--- config.mk ---
export PLATFORM = sky130hd
export DESIGN_NAME = uart_rx_cfg
export DESIGN_NICKNAME = d
export VERILOG_FILES = /design/src/rtl/uart_rx_cfg.sv
export SDC_FILE = /design/constraint.sdc
export NUM_CORES = 1
export LEC_CHECK = 0
export CAP_MARGIN = 20
export CORE_ASPECT_RATIO = 1.4
export CORE_MARGIN = 4
export CORE_UTILIZATION = 59
export CTS_BUF_LIST = sky130_fd_sc_hd__clkbuf_8
export CTS_CLUSTER_DIAMETER = 100
export CTS_CLUSTER_SIZE = 20
export DETAILED_ROUTE_END_ITERATION = 8
export MAX_ROUTING_LAYER = met4
export PLACE_DENSITY = 0.82
export REMOVE_ABC_BUFFERS = 1
export SYNTH_ARGS = -nofsm -noshare
export SYNTH_HDL_FRONTEND = slang
export SYNTH_SLANG_ARGS = --single-unit
--- constraint.sdc ---
create_clock -name CLK -period 3.4 [get_ports CLK]
set_clock_uncertainty 0.15 [all_clocks]
set_input_delay 0.51 -clock CLK [delete_from_list [all_inputs] [get_ports CLK]]
set_output_delay 0.51 -clock CLK [all_outputs]
set_load 0.01 [all_outputs]
--- src/rtl/uart_rx_cfg.sv ---
// uart_rx_cfg: oversampled UART receiver with run-time frame format,
// majority-vote sampling, held output word and overrun reporting.
module uart_rx_cfg #(
  parameter int DATA_W     = 8,
  parameter int PRESCALE_W = 6
) (
  input  logic                  CLK,
  input  logic                  RST,
  input  logic                  RX_IN,
  input  logic [PRESCALE_W-1:0] PRESCALE,
  input  logic [3:0]            DATA_LEN,
  input  logic                  PAR_EN,
  input  logic                  PAR_TYP,
  input  logic                  STOP2,
  input  logic                  DATA_ACK,
  output logic [DATA_W-1:0]     P_DATA,
  output logic                  DATA_VALID,
  output logic                  PAR_ERR,
  output logic                  STP_ERR,
  output logic                  BRK_DET,
  output logic                  OVR_ERR
);

  localparam logic [PRESCALE_W-1:0] PW1 = PRESCALE_W'(1);

  typedef enum logic [2:0] {
    S_IDLE, S_START, S_DATA, S_PARITY, S_STOP
  } state_t;

  state_t r_state, w_next;

  logic [1:0]            r_sync;
  logic [PRESCALE_W-1:0] r_pre, r_edge;
  logic [3:0]            r_len, r_bit;
  logic                  r_pen, r_ptyp, r_stop2;
  logic [1:0]            r_smp;
  logic [DATA_W-1:0]     r_shift;
  logic                  r_pbit, r_serr, r_any1;

  logic                  w_rx, w_dec, w_wrap, w_maj;
  logic                  w_last_stop, w_done;
  logic [PRESCALE_W-1:0] w_mid;

  assign w_rx   = r_sync[1];
  assign w_mid  = r_pre >> 1;
  assign w_dec  = (r_edge == w_mid + PW1);
  assign w_wrap = (r_edge == r_pre - PW1);
  assign w_maj  = (r_smp[0] & r_smp[1]) |
                  (r_smp[0] & w_rx) |
                  (r_smp[1] & w_rx);
  assign w_last_stop = (r_bit == {3'b000, r_stop2});
  assign w_done = (r_state == S_STOP) && w_dec &&
                  w_last_stop;

  // Two-flop synchroniser for the asynchronous serial pin.
  always_ff @(posedge CLK) begin
    if (RST) r_sync <= 2'b11;
    else     r_sync <= {r_sync[0], RX_IN};
  end

  // State register.
  always_ff @(posedge CLK) begin
    if (RST) r_state <= S_IDLE;
    else     r_state <= w_next;
  end

  // Next-state logic; decisions happen at the third vote sample.
  always_comb begin
    w_next = r_state;
    unique case (r_state)
      S_IDLE:
        if (!w_rx) w_next = S_START;
      S_START:
        if (w_dec && w_maj)  w_next = S_IDLE;
        else if (w_wrap)     w_next = S_DATA;
      S_DATA:
        if (w_wrap && r_bit == r_len - 4'd1)
          w_next = r_pen ? S_PARITY : S_STOP;
      S_PARITY:
        if (w_wrap) w_next = S_STOP;
      S_STOP:
        if (w_done) w_next = S_IDLE;
      default: w_next = S_IDLE;
    endcase
  end

  // Frame format is frozen when a start edge is seen.
  always_ff @(posedge CLK) begin
    if (RST) begin
      r_pre   <= '0;
      r_len   <= '0;
      r_pen   <= 1'b0;
      r_ptyp  <= 1'b0;
      r_stop2 <= 1'b0;
    end else if (r_state == S_IDLE && !w_rx) begin
      r_pre   <= PRESCALE;
      r_len   <= DATA_LEN;
      r_pen   <= PAR_EN;
      r_ptyp  <= PAR_TYP;
      r_stop2 <= STOP2;
    end
  end

  // Edge and bit counters; both restart on every state change.
  always_ff @(posedge CLK) begin
    if (RST) begin
      r_edge <= '0;
      r_bit  <= '0;
    end else if (r_state == S_IDLE || w_next != r_state) begin
      r_edge <= '0;
      r_bit  <= '0;
    end else if (w_wrap) begin
      r_edge <= '0;
      r_bit  <= r_bit + 4'd1;
    end else begin
      r_edge <= r_edge + PW1;
    end
  end

  // Vote samples and per-frame accumulation of data and status.
  always_ff @(posedge CLK) begin
    if (RST) begin
      r_smp   <= '0;
      r_shift <= '0;
      r_pbit  <= 1'b0;
      r_serr  <= 1'b0;
      r_any1  <= 1'b0;
    end else if (r_state == S_IDLE) begin
      r_shift <= '0;
      r_pbit  <= 1'b0;
      r_serr  <= 1'b0;
      r_any1  <= 1'b0;
    end else begin
      if (r_edge == w_mid - PW1) r_smp[0] <= w_rx;
      if (r_edge == w_mid)       r_smp[1] <= w_rx;
      if (w_dec && r_state != S_START) begin
        r_any1 <= r_any1 | w_maj;
        if (r_state == S_DATA) begin
          for (int i = 0; i < DATA_W; i++)
            if (r_bit == 4'(i)) r_shift[i] <= w_maj;
        end
        if (r_state == S_PARITY) r_pbit <= w_maj;
        if (r_state == S_STOP && !w_maj) r_serr <= 1'b1;
      end
    end
  end

  // Held output word with valid/ack handshake and overrun pulse.
  always_ff @(posedge CLK) begin
    if (RST) begin
      P_DATA     <= '0;
      DATA_VALID <= 1'b0;
      PAR_ERR    <= 1'b0;
      STP_ERR    <= 1'b0;
      BRK_DET    <= 1'b0;
      OVR_ERR    <= 1'b0;
    end else begin
      OVR_ERR <= 1'b0;
      if (w_done) begin
        if (!DATA_VALID || DATA_ACK) begin
          P_DATA     <= r_shift;
          DATA_VALID <= 1'b1;
          PAR_ERR    <= r_pen &
                        (r_pbit ^ (^r_shift) ^ r_ptyp);
          STP_ERR    <= r_serr | ~w_maj;
          BRK_DET    <= ~(r_any1 | w_maj);
        end else begin
          OVR_ERR <= 1'b1;
        end
      end else if (DATA_ACK) begin
        DATA_VALID <= 1'b0;
      end
    end
  end

endmodule

-- Word-level counts from Yosys, hierarchy flattened
Cells that the tools add are included.
- add/sub/neg operators: 6
- multiply operators: 0
- divide/modulo/power cells: 0
- $lt $le $gt $ge: 0
- equality and inequality tests: 20
- shifts and indexed selects: 0
- mux-type cells: 12
- bitwise logic cells: 14
- reduce and logical (&&, ||, !) cells: 34
- operators by type and width (cell ; count):
    3-bit AND reduction ; 8
    3-bit two-way mux ; 7
    6-bit == test ; 3
    4-bit by 3-bit == test with 1-bit output, second input constant ; 4
    3-bit one-hot mux with 5 select lines ; 1
    2-bit AND reduction ; 6
    4-bit by 2-bit == test with 1-bit output, second input constant ; 2
    8-bit XOR reduction ; 1
    1-bit logical AND ; 7
    5-bit by 1-bit adder with 6-bit output, second input constant ; 1
    6-bit by 1-bit adder with 6-bit output, second input constant ; 1
    3-bit by 2-bit == test with 1-bit output, second input constant ; 2
    6-bit by 5-bit == test with 1-bit output ; 1
    2-bit OR reduction ; 3
    5-bit by 1-bit subtractor with 6-bit output, second input constant ; 1
    6-bit by 1-bit subtractor with 6-bit output, second input constant ; 1
    4-bit by 1-bit adder with 4-bit output, second input constant ; 1
    1-bit bitwise AND ; 4
    4-bit by 1-bit == test with 1-bit output ; 1
    4-bit by 1-bit == test with 1-bit output, second input constant ; 1
    4-bit == test ; 1
    4-bit zero test ; 1
    1-bit two-way mux ; 4
    1-bit NOT ; 4
    other kinds (13) ; 20
- bits in registers: 54
- bits in latches: 0
- RAM bits: 0
- bits in read-only memories: 0
- input bits: 17
- output and inout port bits: 13
- logic and storage cells: 114
- memories: 0

-- Depth between registers and ports, before layout
Gate-level depths: netlist (run 1).
- word-level depth: 9
- mapped depth: 12
- mapped depth without buffers: 9

-- Least setup slack after synthesis (run 1)
Ideal clock, no wire load.
- path type: register -> register
- from: register r_pre[2]
- to: register PAR_ERR
- setup time: 0.070 ns
- arrival: 2.888 ns
- data required time: 3.180 ns
- slack: 0.292 ns
- stages on the path, launching flop included: 12
- path buffers: 3
- period minus slack after synthesis: 3.108 ns
- path through: dfxtp_1 -> clkbuf_1 -> inv_1 -> ha_1 -> xnor2_1 -> nand2_1 -> or4_1 -> buf_2 -> or4b_1 -> buf_2 -> or3b_1 -> a21oi_1
- word-level cells in the longest chain between the ends: 5
- RTL lines (item ; RTL line ; text):
    start, declared ; 33 ; logic [PRESCALE_W-1:0] r_pre, r_edge;
    start signal, assigned ; 90 ; r_pre <= '0;
    start signal, assigned ; 96 ; r_pre <= PRESCALE;
    5-bit by 1-bit adder with 6-bit output ; 46 ; assign w_dec = (r_edge == w_mid + PW1);
    6-bit == test ; 46 ;
    1-bit logical AND (2 in a row) ; 52 ; assign w_done = (r_state == S_STOP) && w_dec &&
    2-bit AND reduction (no source line) ; -- ;
    end signal, assigned ; 163 ; PAR_ERR <= r_pen &
    end, declared ; 18 ; output logic PAR_ERR,
No other way between the ends.
A chain may end at the register's enable or synchronous reset.

-- Worst setup path after layout (run 1)
- from: register r_pre[1]
- to: register PAR_ERR
Same word-level chain as after synthesis.

==> run summary, run 1 <==
Asr flop ratio synth = 0%
Area growth syn-to-layout = 15.4%
# IOs = 30
Average cell area after synthesis = 8.32 sq um
Clock latency on the worst-skew pair = 300 ps
Final min period = 3200 ps
Crit start category = flop
CTS tree = built
Initial antenna violation count = 0
Num Clock Sinks = 54
Detailed Place HPWL = 5220 um
Fraction of layout cells with a size suffix above 1 = 6.91%
Cell Area, Synth = 2930 sq um
Worst-path maximum fanout = 8
Slew HR = 43.1%
Routed len/inst = 15.6 um
Maxcap violations = 0
Post-synth EDFFs = 0
Nets@finish = 402
Worst-margin pin slew = 849 ps
Sequential area share after synthesis = 36.9%
Setup CP Type = reg -> reg
Residual DRC count = 0
CTS HTree Levels = 2
Grt ovf = 0
Hold_buf cts = 0
Full die area = 6170 sq um
DR vias = 2515
Vias per inst = 5.72
Core ar. = 4840 sq um
Setup Viol. Count Final = 0
Design area = 3380 sq um
Placed instance count = 432
Hold WC Path Type = reg -> reg
FF+latch count, synth = 54
Critical Path RT = 3490 ps
Fin cells = 440
Initial Util = 60.5%
Synth Warn # = 0
Clk pin slew, worst setup/hold paths = 90 ps
Arrival time worst endpoint = 3290 ps
PostCTS Resize Cnt = 0
Root cell of the clock tree = clkbuf_8
WHS = 270 ps
Outcome = completed
Largest net degree at the start of global routing = 37
Placer Congestion = 0.903
Number of global-route vias before repair = 2514
Chip width = 67.6 um
DP Area = 3290 sq um
Worst VDD drop = 0.000324 V
Postcts setup bufs = 0
Die height = 91.4 um
Synthesized instance count = 352
CTS buffer count = 5
Maximum buffer depth of the clock tree = 2
Post-route setup TNS = 0 ps
Netlist cell types = 50
Crit path capture type = flop
Leakage Power = 0.00126 uW
Ys flop type = dfxtp_1
Antenna fix cells = 0
GRT Util Overall = 25.2%
DRT antenna net count = 0
First-pass GRT wire length = 11800 um
Initial DRC count = 159
Total power = 1120 uW
Max frequency = 313 MHz
Cell row count = 30
Hold Vio Cnt, Final = 0
Routed WL = 6870 um
Drt pass-1 iters = 4
Fin. max-slew vios = 0
Number of port buffers = 29
Pwr Density = 332 nW/um^2
Fin crit share = 94.1%
RSZ-0062 raised after global routing = no
==> critical path, stage by stage, from the launching register on <==
cell and delay, ps:
dfxtp_1 400, ha_1 270, and2b_1 200, o21a_1 190, o31a_1 290, or4_1 510, or4b_1 630, or3b_1 380
a21oi_1 130
==> cells by family (layout without fill, tap and decap cells) <==
| group | count (synthesis) | after routing | synth area share, % |
|---|---|---|---|
| XOR/XNOR | 41 | 41 | 12.5 |
| buffers and inverters | 40 | 64 | 5.55 |
| AO/OA/AOI/OAI | 52 | 52 | 11.6 |
| multiplexers | 16 | 16 | 5.47 |
| adder cells (fa/ha/maj) | 10 | 10 | 4.27 |
| AND/OR/NAND/NOR | 139 | 139 | 23.7 |
| flip-flops | 54 | 54 | 36.9 |
==> synth_stat cells (10+ instances only) <==
| cell type | count | share of area, % |
|---|---|---|
| a21oi_1 | 19 | 3.2 |
| clkbuf_1 | 16 | 2.1 |
| dfxtp_1 | 54 | 37 |
| ha_1 | 10 | 4.3 |
| inv_1 | 15 | 1.9 |
| mux2i_1 | 16 | 5.5 |
| nand2_1 | 45 | 5.8 |
| nor2_1 | 29 | 3.7 |
| nor3_1 | 14 | 2.4 |
| nor4_1 | 12 | 2.6 |
| xnor2_1 | 26 | 7.8 |
| xor2_1 | 14 | 4.2 |
==> area by class of cell <==
| class | instances | area [sq um] |
|---|---|---|
| fill | 392 | 1460 |
| clock buffer | 6 | 82.6 |
| timing repair buffer | 41 | 380 |
| inverter | 15 | 56.3 |
| tap | 64 | 80.1 |
| multi-input combinational | 258 | 1690 |
| sequential | 54 | 1080 |
| clock inverter | 2 | 8.76 |
==> flip-flops by register name (all words and copies together) (netlist names), 2 cells and up <==
signal   count
r_edge       6
r_bit        4
r_smp        2
P_DATA       8
r_shift      8
r_sync       2
r_pre        6
r_len        4
r_state      3
==> through the flow <==
stage	util (%)	setup slack, ps
3_3_place_gp	67.9	293
6_report	69.8	200
2_1_floorplan	-	154
3_5_place_dp	67.9	236
4_1_cts	69.8	204
5_1_grt	69.8	28.1
==> where the power goes <==
| group | switching, uW | internal, uW | total (uW) |
|---|---|---|---|
| combinational | 57.9 | 52.6 | 110 |
| clock | 198 | 162 | 360 |
| sequential | 12.0 | 640 | 652 |
==> per-layer routing <==
layer  global-route usage (%)  up-vias  part of all wire (%)
li1                         -     1258                     -
met1                     27.7     1189                    38
met2                     44.8       50                    56
met3                     3.09       18                   2.6
met4                     9.48        0                   3.0
met5                        -        -                     0
==> cells in the final DEF (no fill, tap or decap), types with 3 or more instances in the layout <==
master / netlist / layout
inv_1: 15 / 16
ha_1: 10 / 10
and3_1: 4 / 4
dfxtp_1: 54 / 54
clkbuf_8: 0 / 6
o21ai_0: 4 / 4
o211ai_1: 4 / 4
buf_4: 1 / 12
nor3_1: 14 / 14
xor2_1: 14 / 14
nor2_1: 29 / 29
mux2i_1: 16 / 16
clkdlybuf4s50_1: 0 / 29
nand2_1: 45 / 45
nor4_1: 12 / 11
or2_2: 3 / 3
or4_1: 3 / 3
nand4_1: 7 / 7
o21a_1: 4 / 4
xnor2_1: 26 / 26
a21oi_1: 19 / 19
o31ai_1: 5 / 5
nand3_1: 5 / 5
==> final timing paths <==
kind                             endpoint  slack (ps)  depth (start not counted)      start
worst max-delay path              PAR_ERR         200                          8   r_pre[1]
worst min-delay path            r_sync[1]         270                          1  r_sync[0]
worst max register to register    PAR_ERR         200                          8   r_pre[1]
worst min register to register  r_sync[1]         270                          1  r_sync[0]
No activity file was read; power rests on OpenSTA's default activity.
==> run 2: changes to the inputs <==
CORE_UTILIZATION = 31   (was 59)
PLACE_DENSITY = not set   (was 0.82)
==> run summary, run 2 (synthesized netlist as in run 1, its figures left out) <==
Num Clock Sinks = 54 (unchanged)
Vias per inst = 5.19 (-9.2%)
Post-route setup TNS = 0 ps (unchanged)
Full die area = 11100 sq um (+80%)
Number of global-route vias before repair = 2406 (-4.3%)
Hold WC Path Type = reg -> reg
Cell row count = 41 (+37%)
Die height = 123 um (+35%)
Number of port buffers = 29 (unchanged)
DR vias = 2491 (-0.95%)
Routed len/inst = 14.1 um (-9.5%)
Maximum buffer depth of the clock tree = 2 (unchanged)
Setup CP Type = reg -> reg
Fraction of layout cells with a size suffix above 1 = 6.43% (-0.48 points)
DRT antenna net count = 0 (unchanged)
Detailed Place HPWL = 5240 um (+0.30%)
Core ar. = 9130 sq um (+89%)
Clock latency on the worst-skew pair = 310 ps (about the same)
Largest net degree at the start of global routing = 37 (unchanged)
Worst-path maximum fanout = 8 (unchanged)
Nets@finish = 400 (-0.50%)
# IOs = 30 (unchanged)
Initial Util = 32.1% (-28 points)
Final min period = 3200 ps (-3.85 ps)
Placer Congestion = 0.831 (-8.0%)
Arrival time worst endpoint = 3290 ps (about the same)
CTS HTree Levels = 2 (unchanged)
Setup Viol. Count Final = 0 (unchanged)
Crit path capture type = flop
Clk pin slew, worst setup/hold paths = 90 ps (about the same)
Pwr Density = 323 nW/um^2 (-2.7%)
Worst VDD drop = 0.000218 V (-33%)
RSZ-0062 raised after global routing = no
Chip width = 90.2 um (+33%)
Leakage Power = 0.00124 uW (-1.6%)
CTS tree = built
FILL cells = 960 (+140%)
Routed WL = 6790 um (-1.2%)
Maxcap violations = 0 (unchanged)
Initial antenna violation count = 0 (unchanged)
Drt pass-1 iters = 4 (unchanged)
Antenna fix cells = 0 (unchanged)
Postcts setup bufs = 0 (unchanged)
WHS = 265 ps (-5.51 ps)
Slew HR = 42.5% (-0.65 points)
Hold Vio Cnt, Final = 0 (unchanged)
Largest regs = P_DATA: 8 flops, r_shift: 8 flops
CTS buffer count = 5 (unchanged)
Max frequency = 313 MHz (+0.12%)
Initial DRC count = 84 (-47%)
First-pass GRT wire length = 11500 um (-3.0%)
Area growth syn-to-layout = 16.4%
Residual DRC count = 0 (unchanged)
Most common library cell in the layout ignoring fill and taps = dfxtp_1
Most frequent cells in the layout = 54 x dfxtp_1, 45 x nand2_1, 29 x nor2_1, 29 x clkdlybuf4s50_1, 26 x xnor2_1
Worst-margin pin slew = 858 ps (+9.65 ps)
Root cell of the clock tree = clkbuf_8
Total power = 1100 uW (-1.9%)
Outcome = completed
Crit start category = flop
Grt ovf = 0 (unchanged)
GRT Util Overall = 13.0% (-12 points)
Fin. max-slew vios = 0 (unchanged)
Critical Path RT = 3490 ps (about the same)
Fin crit share = 94.0% (-0.11 points)
run 2: worst max-delay path, cell delays in order, from the launching register on:
cell	delay, ps
dfxtp_1	390
ha_1	270
and2b_1	190
o21a_1	190
o31a_1	290
or4_1	450
or4b_1	640
or3b_1	400
a21oi_1	150
run 2: layout make-up:
| type | instances | area, sq um | area share, % |
|---|---|---|---|
| clock inverters | 2 | 10.0 | 0.294 |
| multi-input cells | 258 | 1690 | 49.7 |
| flip-flops and latches | 54 | 1080 | 31.7 |
| inverters | 15 | 56.3 | 1.65 |
| repair buffers | 39 | 365 | 10.7 |
| clock buffers | 5 | 68.8 | 2.02 |
| well taps | 107 | 134 | 3.93 |
run 2: routing by layer:
metal,track usage (%),wire [um]
met1,13.0,2670
met2,25.2,3750
met3,1.52,155
met4,6.03,207
met5,-,0
run 2: power breakdown:
| part | switching (uW) | total (uW) | internal (uW) |
|---|---|---|---|
| combinational | 55.7 | 108 | 52.3 |
| clock | 203 | 341 | 139 |
| sequential | 11.7 | 652 | 640 |
run 2: final timing paths:
check	end	slack [ps]	cells past startpoint	startpoint
max	PAR_ERR	200	8	r_pre[1]
min	r_sync[1]	260	1	r_sync[0]
max reg2reg	PAR_ERR	200	8	r_pre[1]
min reg2reg	r_sync[1]	260	1	r_sync[0]
run 2: what timing repair did:
item | CTS | global route
setup endpoints to repair | 0 | 4
gates resized for setup | 0 | 1
hold buffers | 0 | 0
run 2: per-stage QoR:
| step | instances | util (%) | setup slack [ps] | instance area (sq um) |
|---|---|---|---|---|
| 2_1_floorplan | 327 | - | 154 | 2820 |
| 3_3_place_gp | 473 | 36.4 | 253 | 3330 |
| 3_5_place_dp | 473 | 36.4 | 203 | 3330 |
| 4_1_cts | 480 | 37.3 | 186 | 3410 |
| 5_1_grt | 480 | 37.3 | 34.9 | 3410 |
| 6_report | 480 | 37.3 | 204 | 3410 |
